## config.mk

```make
export PLATFORM = sky130hd
export DESIGN_NAME = qam_slicer_seq
export DESIGN_NICKNAME = d
export VERILOG_FILES = /design/src/rtl/qam_slicer_seq.sv
export SDC_FILE = /design/constraint.sdc
export NUM_CORES = 1
export LEC_CHECK = 0
export CORE_MARGIN = 4
export CORE_UTILIZATION = 45
export CTS_CLUSTER_DIAMETER = 80
export DETAILED_ROUTE_END_ITERATION = 8
export PLACE_DENSITY = 0.81
export SLEW_MARGIN = 20
export SYNTH_ARGS = -nofsm -noshare
export SYNTH_HDL_FRONTEND = slang
export SYNTH_SLANG_ARGS = --single-unit
```

## constraint.sdc

```tcl
create_clock -name clk -period 2.6 [get_ports clk]
set_input_delay 0.26 -clock clk [delete_from_list [all_inputs] [get_ports clk]]
set_output_delay 0.26 -clock clk [all_outputs]
set_load 0.005 [all_outputs]
```

## src/rtl/qam_slicer_seq.sv

```systemverilog
// rtl/qam_slicer_seq.sv - sequencer, pipeline shadow and output FIFO for the 16-QAM slicer
// Optional QAM_SLICER_SEQ_STATS_EN adds sym_cnt and ovf_seen outputs.
module qam_slicer_seq #(
  parameter int width_in  = 18,
  parameter int width_out = 16,
  parameter int DEPTH     = 4,
  parameter int FRAME_LEN = 256
) (
  input  logic                        clk,
  input  logic                        rst_n,
  input  logic                        en,
  input  logic                        in_valid,
  output logic                        in_ready,
  input  logic signed [width_in-1:0]  x_in,
  input  logic signed [width_in-1:0]  y_in,
  output logic signed [width_in-1:0]  sl_x,
  output logic signed [width_in-1:0]  sl_y,
  output logic                        sl_start,
  input  logic signed [width_out-1:0] sl_x_out,
  input  logic signed [width_out-1:0] sl_y_out,
  input  logic signed [width_out-1:0] sl_phi,
  output logic                        out_valid,
  input  logic                        out_ready,
  output logic signed [width_out-1:0] x_out,
  output logic signed [width_out-1:0] y_out,
  output logic signed [width_out-1:0] phi_out,
  output logic                        out_last,
  output logic                        busy
`ifdef QAM_SLICER_SEQ_STATS_EN
  ,
  output logic [31:0]                 sym_cnt,
  output logic                        ovf_seen
`endif
);

  localparam int FW = (FRAME_LEN > 1) ? $clog2(FRAME_LEN) : 1;
  localparam int AW = $clog2(DEPTH);
  localparam int CW = $clog2(DEPTH) + 1;
  localparam int EW = 3 * width_out + 1;
  localparam logic [FW-1:0] FLAST  = FW'(FRAME_LEN - 1);
  localparam logic [CW-1:0] CDEPTH = CW'(DEPTH);

  typedef enum logic [1:0] {IDLE, RUN, DRAIN} state_t;

  state_t          state, state_nx;
  logic            v1, v2, l1, l2;
  logic [FW-1:0]   fcnt;
  logic [AW-1:0]   wr_ptr, rd_ptr;
  logic [CW-1:0]   fifo_cnt;
  logic [EW-1:0]   mem [DEPTH];
  logic [EW-1:0]   head;
  logic            adv, accept, push, pop, last_acc;

  assign sl_x = x_in;
  assign sl_y = y_in;

  // The slicer only advances when stage 2 has somewhere to go.
  always_comb begin
    out_valid = (fifo_cnt != '0);
    pop       = out_valid & out_ready;
    adv       = ~v2 | (fifo_cnt < CDEPTH) | pop;
    sl_start  = adv & (state != IDLE);
    in_ready  = sl_start & (state == RUN);
    accept    = in_valid & in_ready;
    push      = sl_start & v2;
    last_acc  = accept & (fcnt == FLAST);
    busy      = (state != IDLE);
  end

  always_comb begin
    state_nx = state;
    case (state)
      IDLE:    if (en) state_nx = RUN;
      RUN:     if (last_acc || !en) state_nx = DRAIN;
      DRAIN:   if (!v1 && !v2) state_nx = IDLE;
      default: state_nx = IDLE;
    endcase
  end

  always_ff @(posedge clk or negedge rst_n) begin
    if (!rst_n) begin
      state    <= IDLE;
      v1       <= 1'b0;
      v2       <= 1'b0;
      l1       <= 1'b0;
      l2       <= 1'b0;
      fcnt     <= '0;
      wr_ptr   <= '0;
      rd_ptr   <= '0;
      fifo_cnt <= '0;
    end else begin
      state <= state_nx;
      if (state == IDLE && en)
        fcnt <= '0;
      else if (accept)
        fcnt <= fcnt + 1'b1;
      if (sl_start) begin
        v1 <= accept;
        v2 <= v1;
        l1 <= last_acc;
        l2 <= l1;
      end
      if (push) wr_ptr <= wr_ptr + 1'b1;
      if (pop)  rd_ptr <= rd_ptr + 1'b1;
      case ({push, pop})
        2'b10:   fifo_cnt <= fifo_cnt + 1'b1;
        2'b01:   fifo_cnt <= fifo_cnt - 1'b1;
        default: fifo_cnt <= fifo_cnt;
      endcase
    end
  end

  // Storage needs no reset: the head is masked whenever the FIFO is empty.
  always_ff @(posedge clk) begin
    if (push) mem[wr_ptr] <= {sl_x_out, sl_y_out, sl_phi, l2};
  end

  always_comb begin
    head     = mem[rd_ptr];
    x_out    = out_valid ? head[3*width_out -: width_out] : '0;
    y_out    = out_valid ? head[2*width_out -: width_out] : '0;
    phi_out  = out_valid ? head[width_out -: width_out]   : '0;
    out_last = out_valid & head[0];
  end

`ifdef QAM_SLICER_SEQ_STATS_EN
  always_ff @(posedge clk or negedge rst_n) begin
    if (!rst_n) begin
      sym_cnt  <= '0;
      ovf_seen <= 1'b0;
    end else begin
      if (pop) sym_cnt <= sym_cnt + 32'd1;
      if (in_valid && state == RUN && !in_ready) ovf_seen <= 1'b1;
    end
  end
`endif

endmodule

```

==> results of run 1 <==
-- worst reg2reg max path: stages, from the launching register on --
cell and delay (ns):
dfrtp_1 0.42, nor2_1 0.20, inv_1 0.11, and3_1 0.27, inv_1 0.10, ha_1 0.18
inv_1 0.06, fa_1 0.37, xor2_1 0.15, nor2_1 0.11, xor2_1 0.15
-- final cells by class --
class	count	area (um^2)	share of cell area
clock buffer	27	611	0.0551
multi-input combinational	176	1970	0.177
sequential	217	6420	0.579
timing repair buffer	144	1540	0.139
inverter	9	33.8	0.00305
clock inverter	14	195	0.0176
tap	260	325	0.0293
-- synth_stat cells (all sizes together), types with 2 or more instances --
master / n
and2: 55
and3: 3
and3b: 2
buf: 48
clkbuf: 6
dfrtp: 21
edfxtp: 196
ha: 6
inv: 9
mux2i: 3
mux4: 49
nand2: 18
nand2b: 2
nand3: 5
nand3b: 2
nand4: 2
nor2: 6
o211ai: 2
o21ai: 4
o31ai: 2
xnor2: 4
xor2: 3
-- power by group through the flow --
stage	registers [uW]	logic, uW	clock network, uW
final	4560	4350	3410
after global routing	4610	4730	3660
after CTS	4570	4250	3500
after detailed placement	4690	4080	0
after global placement	4640	4010	0
after floorplan	4570	2380	0
-- kinds of logic after synthesis --
kind of cell    Yosys count
buf+inv                  63
xor+xnor                  7
mux                      53
fa+ha+maj                 7
simple gates             99
compound gates           10
flops                   217
-- final timing paths --
check / start / endpoint / depth (start not counted)
hold / removal: rst_n / wr_ptr[1]$_DFFE_PN0P_ / 1
min in group clk: en / fcnt[6]$_DFFE_PN0P_ / 2
setup / recovery: rd_ptr[0]$_DFFE_PN0P_ / x_out[1] / 5
setup reg to reg: state[1]$_DFFE_PN0P_ / fifo_cnt[2]$_DFFE_PN0P_ / 10
hold reg to reg: l1$_DFFE_PN0N_ / l1$_DFFE_PN0N_ / 2
max in group asynchronous: rst_n / fcnt[4]$_DFFE_PN0P_ / 2
-- stage by stage --
| stage | setup TNS [ns] | total power [uW] | cell area (um^2) | worst slack (ns) | util |
|---|---|---|---|---|---|
| finish | 0 | 12300 | 11100 | 0.0496 | 0.583 |
| global route | -0.0388 | 13000 | 11100 | -0.0162 | 0.583 |
| CTS | -2.06 | 12300 | 10900 | -0.116 | 0.572 |
| detailed placement | 0 | 8770 | 9980 | 0.277 | 0.525 |
| global placement | 0 | 8650 | 9980 | 0.307 | 0.525 |
| floorplan | 0 | 6960 | 8820 | 0.149 | - |
-- sequential cells by signal, indices dropped and copies added (netlist names) --
register and count:
mem 196, fcnt 8, fifo_cnt 3, rd_ptr 2, state 2, wr_ptr 2, l1 1, l2 1
v1 1, v2 1
-- cell usage in the layout, fill, tap and decap left out, types with 3 or more instances in the layout --
master,Yosys,final
and2_1,55,44
and2_2,0,4
and2_4,0,7
and3_1,3,3
buf_12,5,9
buf_4,36,23
buf_6,1,5
bufinv_16,0,5
clkbuf_16,0,24
clkbuf_2,0,7
clkdlybuf4s15_1,0,3
clkdlybuf4s50_1,0,63
clkinv_1,0,4
clkinv_2,0,3
dfrtp_1,21,19
dlygate4sd2_1,0,5
dlymetal6s2s_1,0,27
edfxtp_1,196,196
ha_1,6,6
inv_1,9,9
mux2i_1,3,3
mux4_2,48,48
nand2_1,18,18
nand3_1,5,5
nor2_1,6,6
o21ai_0,4,4
xnor2_1,4,4
xor2_1,3,3
-- layer usage --
metal | vias to the layer above | share of wire | GRT usage
met5 | - | 0 | 0
met4 | 0 | 0.013 | 0.0342
met3 | 28 | 0.071 | 0.0402
met2 | 161 | 0.51 | 0.267
met1 | 2261 | 0.40 | 0.198
li1 | 1957 | - | -
-- timing repair --
item | 4_1_cts | 5_1_grt
resized for setup | 18 | 56
setup endpoints to repair | 46 | 34
gates cloned | 1 | 1
buffers inserted | 7 | 15
==> flow_summary.ini, run 1 <==
[place]
io_buffers = 105
dp.cells = 783
gp_congestion = 0.723
dp_hpwl_mm = 10.5

[sta]
grt_setup_unrepaired = yes
min_period_ns = 2.55
setup_viol = 0
slew_headroom = 0.525
maxSlewViolCount = 0
hold_viol = 0
max_freq_ghz = 0.392
worst_slew_pin_slew_ns = 0.710
finalClockSkew_ns = 0.00924
holdWs_ns = 0.197
fin_crit_sh = 0.981

[floorplanning]
fp.dieW_um = 148
io_pins = 178
row_count = 50
dieArea_um2 = 21900
start_util = 0.464
core_um2 = 19000
dieHeight_um = 148

[synth]
synth_area_um2 = 8820
netlist.area_leader.share = 0.667
synthMuxAreaShare = 0.130
synth_simple_gate_area_frac = 0.0651
yosys_warnings = 0
synth_compound_area_frac = 0.00723
async_flop_share = 0.0968
ys_seq_elements = 217
syn_inst = 456
synth_nets = 552
synth_top_family_by_area = multiplexers
synth_cell_types = 34
synth_xor_xnor_area_share = 0.00695
synthAdderAreaFrac = 0.0108
syn_area_per_cell_um2 = 19.3
synth_area_leaders = edfxtp_1, mux4_2, dfrtp_1
synth_edf_count = 196
yosysTopAreaCell = edfxtp_1
yosys_most_used_dff = edfxtp_1
seq_area_frac_synth = 0.727

[worst_setup_path]
max_stage_delay_ns = 0.51
crit_fanout = 5
end_kind = output pin
crit_type = flip-flop to output pin
rrSetupSlack_ns = 0.40
critPathLaunchType = flip-flop
slowest_stage = dfrtp_4
required_ns = 2.34
worstPathArrival_ns = 2.29
critPathTopFamily = buffers and inverters
critical_path_buf_inv_count = 3
path_cells = buf_6, buf_12, mux4_2, and2_1, clkdlybuf4s50_1

[final_layout]
finalNonFillerCells = 847
fill_cells = 1423
diodes = 0
nNetsFinal = 667
area_delta_synth_final_pct = 25.7
drive_gt1_frac = 0.247

[grt]
grt_usage = 0.155
gr-total-overflow = 0
grt_pass1_wl_mm = 26.5
first_global_vias = 4755
grt_max_degree = 51
antenna_found_initial = 0

[clock_tree]
clockBufferDepth = 3
numCtsBuffers = 23
cts_hold_repair.buffers = 0
cts_tree = done
root_buffer = clkbuf_16
clock_latency_ns = 0.49
clk_pin_slew_ns = 0.06
clock-sinks = 217
cts_htree_levels = 1

[power]
ir_drop_v = 0.000649
clkPwrFrac = 0.277
p_seq_frac = 0.370
power.switching_uw = 3210
powerDensity_nw_per_um2 = 1110
internal_power_uw = 9120
switching_share = 0.260
comb_power_share = 0.353
p_leak_uw = 0.00413

[routing]
wl_per_cell_um = 20.2
antenna_left = 0
drc = 0
via_count = 4407
wl_mm = 17.1
drtPass1Iterations = 4
drt-vias-per-instance = 5.20
drt_iter0_drc = 269

[status]
status = finished, final reports clean

[hold_path]
worstHoldPathType = input pin to async pin

[flow_run]
drv_cap = 0
(Power assumes the default switching activity.)
==> inputs of run 2 (changes only) <==
--- a/config.mk
+++ b/config.mk
@@ -9,6 +9,7 @@
 export CORE_UTILIZATION = 45
 export CTS_CLUSTER_DIAMETER = 80
 export DETAILED_ROUTE_END_ITERATION = 8
+export GPL_TIMING_DRIVEN = 1
 export PLACE_DENSITY = 0.81
 export SLEW_MARGIN = 20
 export SYNTH_ARGS = -nofsm -noshare
==> results of run 2 <==
Same layout as run 1: the final DEF is identical, and so are final timing and power.
==> inputs of run 3 (changes only) <==
--- a/config.mk
+++ b/config.mk
@@ -10,7 +10,7 @@
 export CTS_CLUSTER_DIAMETER = 80
 export DETAILED_ROUTE_END_ITERATION = 8
 export GPL_TIMING_DRIVEN = 1
-export PLACE_DENSITY = 0.81
+export PLACE_DENSITY = 0.78
 export SLEW_MARGIN = 20
 export SYNTH_ARGS = -nofsm -noshare
 export SYNTH_HDL_FRONTEND = slang
==> constraint.sdc (replaced) <==
create_clock -name clk -period 2.7 [get_ports clk]
set_input_delay 0.27 -clock clk [delete_from_list [all_inputs] [get_ports clk]]
set_output_delay 0.27 -clock clk [all_outputs]
set_load 0.005 [all_outputs]
==> run 3 against run 2 <==
Against the previous run:
- combinational power fell by 9.4%
- sequential share of layout area increased by 1.7 points
- clock-buffer cell count up 9
- non-clock buffer count down 21
- largest power group unchanged
- highest routed layer is now met5
==> flow_summary.ini, run 3 (synthesized netlist as in run 1, its figures left out) <==
[routing]
drt-vias-per-instance = 5.21
drtPass1Iterations = 4
antenna_left = 0
wl_mm = 16.6
top_layer = met5
drc = 0
via_count = 4322
wl_met1_mm = 6.48
drt_iter0_drc = 191
wl_met3_mm = 1.02
dr_wl_met2_mm = 8.36
wl_per_cell_um = 20.1

[grt]
first_global_vias = 4710
grt_usage = 0.151
antenna_found_initial = 2
gr-total-overflow = 0
grt_max_degree = 38
grt_pass1_wl_mm = 25.7

[final_layout]
top_regs = mem: 196 flops, fcnt: 8 flops, fifo_cnt: 3 flops
largest_register_ffs = 196
top_register = mem
drive_gt1_frac = 0.184
final_common_cell = edfxtp_1
layout_common_cells = edfxtp_1, clkdlybuf4s50_1, and2_1
nNetsFinal = 648
area_delta_synth_final_pct = 22.2
diodes = 0

[power]
powerDensity_nw_per_um2 = 1060
ir_drop_v = 0.000556
p_leak_uw = 0.00368

[worst_setup_path]
end_kind = output pin
startpoint = rd_ptr[0]$_DFFE_PN0P_
worstPathArrival_ns = 2.34
max_stage_delay_ns = 0.52
crit_type = flip-flop to output pin
critPathTopFamily = buffers and inverters
crit_fanout = 19
reg2reg_depth = 8
slowest_stage = mux4_2
rrSetupSlack_ns = 0.33
r2r-end = fifo_cnt[2]$_DFFE_PN0P_
critical_path_buf_inv_count = 2
required_ns = 2.43
path_cells = buf_12, mux4_2, and2_1, clkdlybuf4s50_1
critPathLaunchType = flip-flop
r2r_start = fifo_cnt[2]$_DFFE_PN0P_

[floorplanning]
core_um2 = 19000
io_pins = 178
dieArea_um2 = 21900
row_count = 50
dieHeight_um = 148
start_util = 0.464
fp.dieW_um = 148

[sta]
maxSlewViolCount = 0
hold_viol = 0
finalClockSkew_ns = 0.00811
min_period_ns = 2.61
grt_setup_unrepaired = no
setup_viol = 0
fin_crit_sh = 0.966
worst_slew_pin_slew_ns = 0.751
max_freq_ghz = 0.383
layout_setup_ws_ns = 0.0906
slew_headroom = 0.498
totalNegativeSetupSlack_ns = 0

[place]
io_buffers = 105
pre_cts_slack_ns = 0.312
gp_congestion = 0.725
dp_hpwl_mm = 10.3

[status]
status = finished, final reports clean

[clock_tree]
clock-sinks = 217
clk_pin_slew_ns = 0.05
numCtsBuffers = 24
cts_tree = done
clock_latency_ns = 0.50
root_buffer = clkbuf_16
cts_htree_levels = 1
clockBufferDepth = 3

[hold_path]
worstHoldPathType = input pin to async pin

[flow_run]
drv_cap = 0
run 3: changes by cell type in the layout (fill, tap and decap cells not counted), moves of 2 or more:
cell,previous run,this run
clkinv_2,3,0
clkdlybuf4s50_1,63,103
clkdlybuf4s15_1,3,0
buf_12,9,7
clkbuf_1,2,10
clkbuf_2,7,0
and2_1,44,51
bufinv_16,5,2
and2_4,7,0
buf_6,5,1
clkinvlp_4,2,0
buf_4,23,10
dlygate4sd2_1,5,0
dlymetal6s2s_1,27,2
run 3: how the worst max path moves through the flow:
stage,endpoint,slack (ns),cells after the start
global route,x_out[4],0.0008,4
detailed placement,fifo_cnt[2]$_DFFE_PN0P_,0.31,10
CTS,phi_out[7],0.04,4
global placement,phi_out[6],0.39,4
finish,phi_out[0],0.09,4
floorplan,mem[0][0]$_DFFE_PP_,0.25,5
run 3: where the power goes:
part           internal, uW  switching [uW]
sequential             4220             198
combinational          2340            1600
clock                  1910            1180
run 3: layer usage:
metal,GRT usage,vias to the layer above
met2,0.260,138
li1,-,1925
met3,0.0353,60
met4,0.0637,2
met1,0.183,2197
met5,0,-
run 3: cell type report:
class                   count  area (um^2)
repair buffers            123         1280
flip-flops and latches    217         6420
multi-input cells         177         1960
inverters                   9         33.8
clock inverters             8         87.6
well taps                 260          325
fillers                  1458         8240
clock buffers              36          677
run 3: what timing repair did:
action / in CTS / in global routing
pin swaps: 1 / 1
cloned: 0 / 1
hold buffers: 0 / 0
buffers inserted: 1 / 3
endpoints found under the setup margin: 49 / 3
resized for setup: 1 / 2
run 3: stage by stage:
| step | util | hold slack, ns | cell area [um^2] | std cells | total power [uW] |
|---|---|---|---|---|---|
| floorplan | - | -0.0256 | 8820 | 456 | 6700 |
| global placement | 0.523 | 0.458 | 9940 | 781 | 8330 |
| detailed placement | 0.523 | 0.469 | 9940 | 781 | 8420 |
| CTS | 0.564 | 0.239 | 10700 | 826 | 11600 |
| global route | 0.567 | 0.251 | 10800 | 830 | 12100 |
| finish | 0.567 | 0.212 | 10800 | 830 | 11500 |
==> RTL edit (settings of run 1) <==
The option `QAM_SLICER_SEQ_STATS_EN` is turned on by a define.
--- a/src/rtl/qam_slicer_seq.sv
+++ b/src/rtl/qam_slicer_seq.sv
@@ -1,4 +1,6 @@
 // rtl/qam_slicer_seq.sv - sequencer, pipeline shadow and output FIFO for the 16-QAM slicer
 // Optional QAM_SLICER_SEQ_STATS_EN adds sym_cnt and ovf_seen outputs.
+`define QAM_SLICER_SEQ_STATS_EN
+
 module qam_slicer_seq #(
   parameter int width_in  = 18,
Behaviour (old outputs only; new: ovf_seen and sym_cnt): unchanged (Yosys induction, for registers that start in step).
==> RTL edit against run 1 <==
Worst setup slack better by 0.031 ns. Sequential cell count is 33 higher. Fmax grew 1.2%. Area after synthesis is 16% higher. Critical path depth increased by 1. Final cell count increased by 21%. Final area rose by 16%. Sequential power grew 11%. Wire length rose by 22%. Total power grew 3.8%. Core utilization rose by 0.16 points.
==> RTL edit: results (changes against run 1) <==
- The run finished with clean final reports.
- The ratio of routed vias to standard cells came to 5.37 (+3.2%).
- Yosys attributes the largest share of cell area to edfxtp_1, dfrtp_1, mux4_2, and2_1, xnor2_1.
- The highest signal layer in the routed design is met5.
- The number of global-route vias before repair was 5986 (+26%).
- The latest clock arrival within the worst-skew pair is 0.52 ns (+0.03 ns).
- The number of nets in the finished design is 822 (+23%).
- The share of synthesized area spent on multiplexers is 11.2% (-1.8 points).
- The half-perimeter wire length of the detailed placement result is 13.1 mm (+25%).
- The peak ir drop on the vdd network is 0.000491 V (-24%).
- The slew at the pin closest to its max-slew limit was 0.713 ns (+0.00298 ns).
- The cell count after synthesis is 576 (+26%).
- The most critical setup path has its endpoint at phi_out[9].
- The maximum fanout along the worst path is 6 (+1).
- The initial antenna violation count is 1 (+1).
- The met1 wire length is 8.32 mm (+21%).
- The final-layout worst hold slack is 0.269 ns (+0.0727 ns).
- The post-synthesis sequential area ratio is 71.0% (-1.6 points).
- The total leakage power is 0.00467 uW (+13%).
- The number of detailed-route iterations in the first pass is 5 (+1).
- The reg-to-reg setup timing slack is 0.28 ns (-0.12 ns).
- The xor and xnor fraction of the mapped netlist area is 3.52% (+2.8 points).
- The count of port buffers added during placement is 138 (+31%).
- The number of CTS-inserted buffers is 27 (+17%).
- The worst clock skew came to 0.0105 ns (+0.00130 ns).
- The number of DRC markers after the initial detailed-route iteration is 294 (+9.3%).
- The global-route met1 utilization came to 22.0% (+2.2 points).
- The arithmetic-cell share of the synthesized area counting full adders, half adders and majority gates came to 1.06% (-0.022 points).
- The maximum operating frequency is 397 MHz (+1.2%).
- The number of nets produced by synthesis is 673 (+22%).
- The wire length reported by the detailed router came to 20.8 mm (+22%).
- The count of distinct cell types in the synthesized netlist was 42 (+24%).
- The share of flip-flops with an asynchronous set or reset is 21.6% (+12 points).
- The placer's final routability congestion estimate was 0.856 (+18%).
- The wire length of the first global-routing pass is 32.9 mm (+24%).
- The largest registers in the layout are mem: 196 flops, sym_cnt: 32 flops, fcnt: 8 flops.
-- RTL edit: changes by cell type in the layout (fill, tap and decap cells not counted), moves of 5 or more --
cell,change
dfrtp_1,+33
dlygate4sd2_1,+28
xnor2_1,+28
clkdlybuf4s50_1,+26
dlymetal6s2s_1,-22
nand3_1,+18
nand4_1,+13
clkbuf_2,-7
clkdlybuf4s15_1,+7
clkbuf_1,+6
nor2_1,+6
xor2_1,+6
buf_4,-5
inv_1,+5
-- RTL edit: worst reg2reg max path, delay by kind of cell, from the launching register on --
kind,cells,cell delay [ns]
XOR/XNOR,2,0.31
adder cells (fa/ha/maj),2,0.62
AND/OR/NAND/NOR,4,0.74
buffers and inverters,2,0.14
flip-flops,1,0.43
-- RTL edit: timing repair --
item	in CTS	in global routing
endpoints found under the setup margin	50	13
cloned	2	0
hold buffers	1	0
hold endpoints to repair	26	0
gates resized for setup	55	19
buffers inserted	13	1
pin swaps	1	0
-- RTL edit: area by class of cell --
cell class / instances / area (sq um)
timing repair buffer: 173 / 1800
antenna: 1 / 2.50
tap: 280 / 350
fill: 1624 / 9150
clock buffer: 38 / 758
clock inverter: 11 / 88.8
sequential: 250 / 7240
inverter: 14 / 52.6
multi-input combinational: 259 / 2580
-- RTL edit: kinds of logic (layout without fill, tap and decap cells) --
logic type / Yosys count / count (layout)
AND/OR/NAND/NOR: 144 / 144
buffers and inverters: 67 / 236
XOR/XNOR: 41 / 41
multiplexers: 53 / 53
AO/OA/AOI/OAI: 13 / 13
adder cells (fa/ha/maj): 8 / 8
other: 0 / 1
flip-flops: 250 / 250
-- RTL edit: power breakdown --
part / switching, uW / total (uW) / internal, uW
Clock: 1450 / 3580 / 2130
Combinational: 1700 / 4170 / 2480
Sequential: 256 / 5040 / 4780
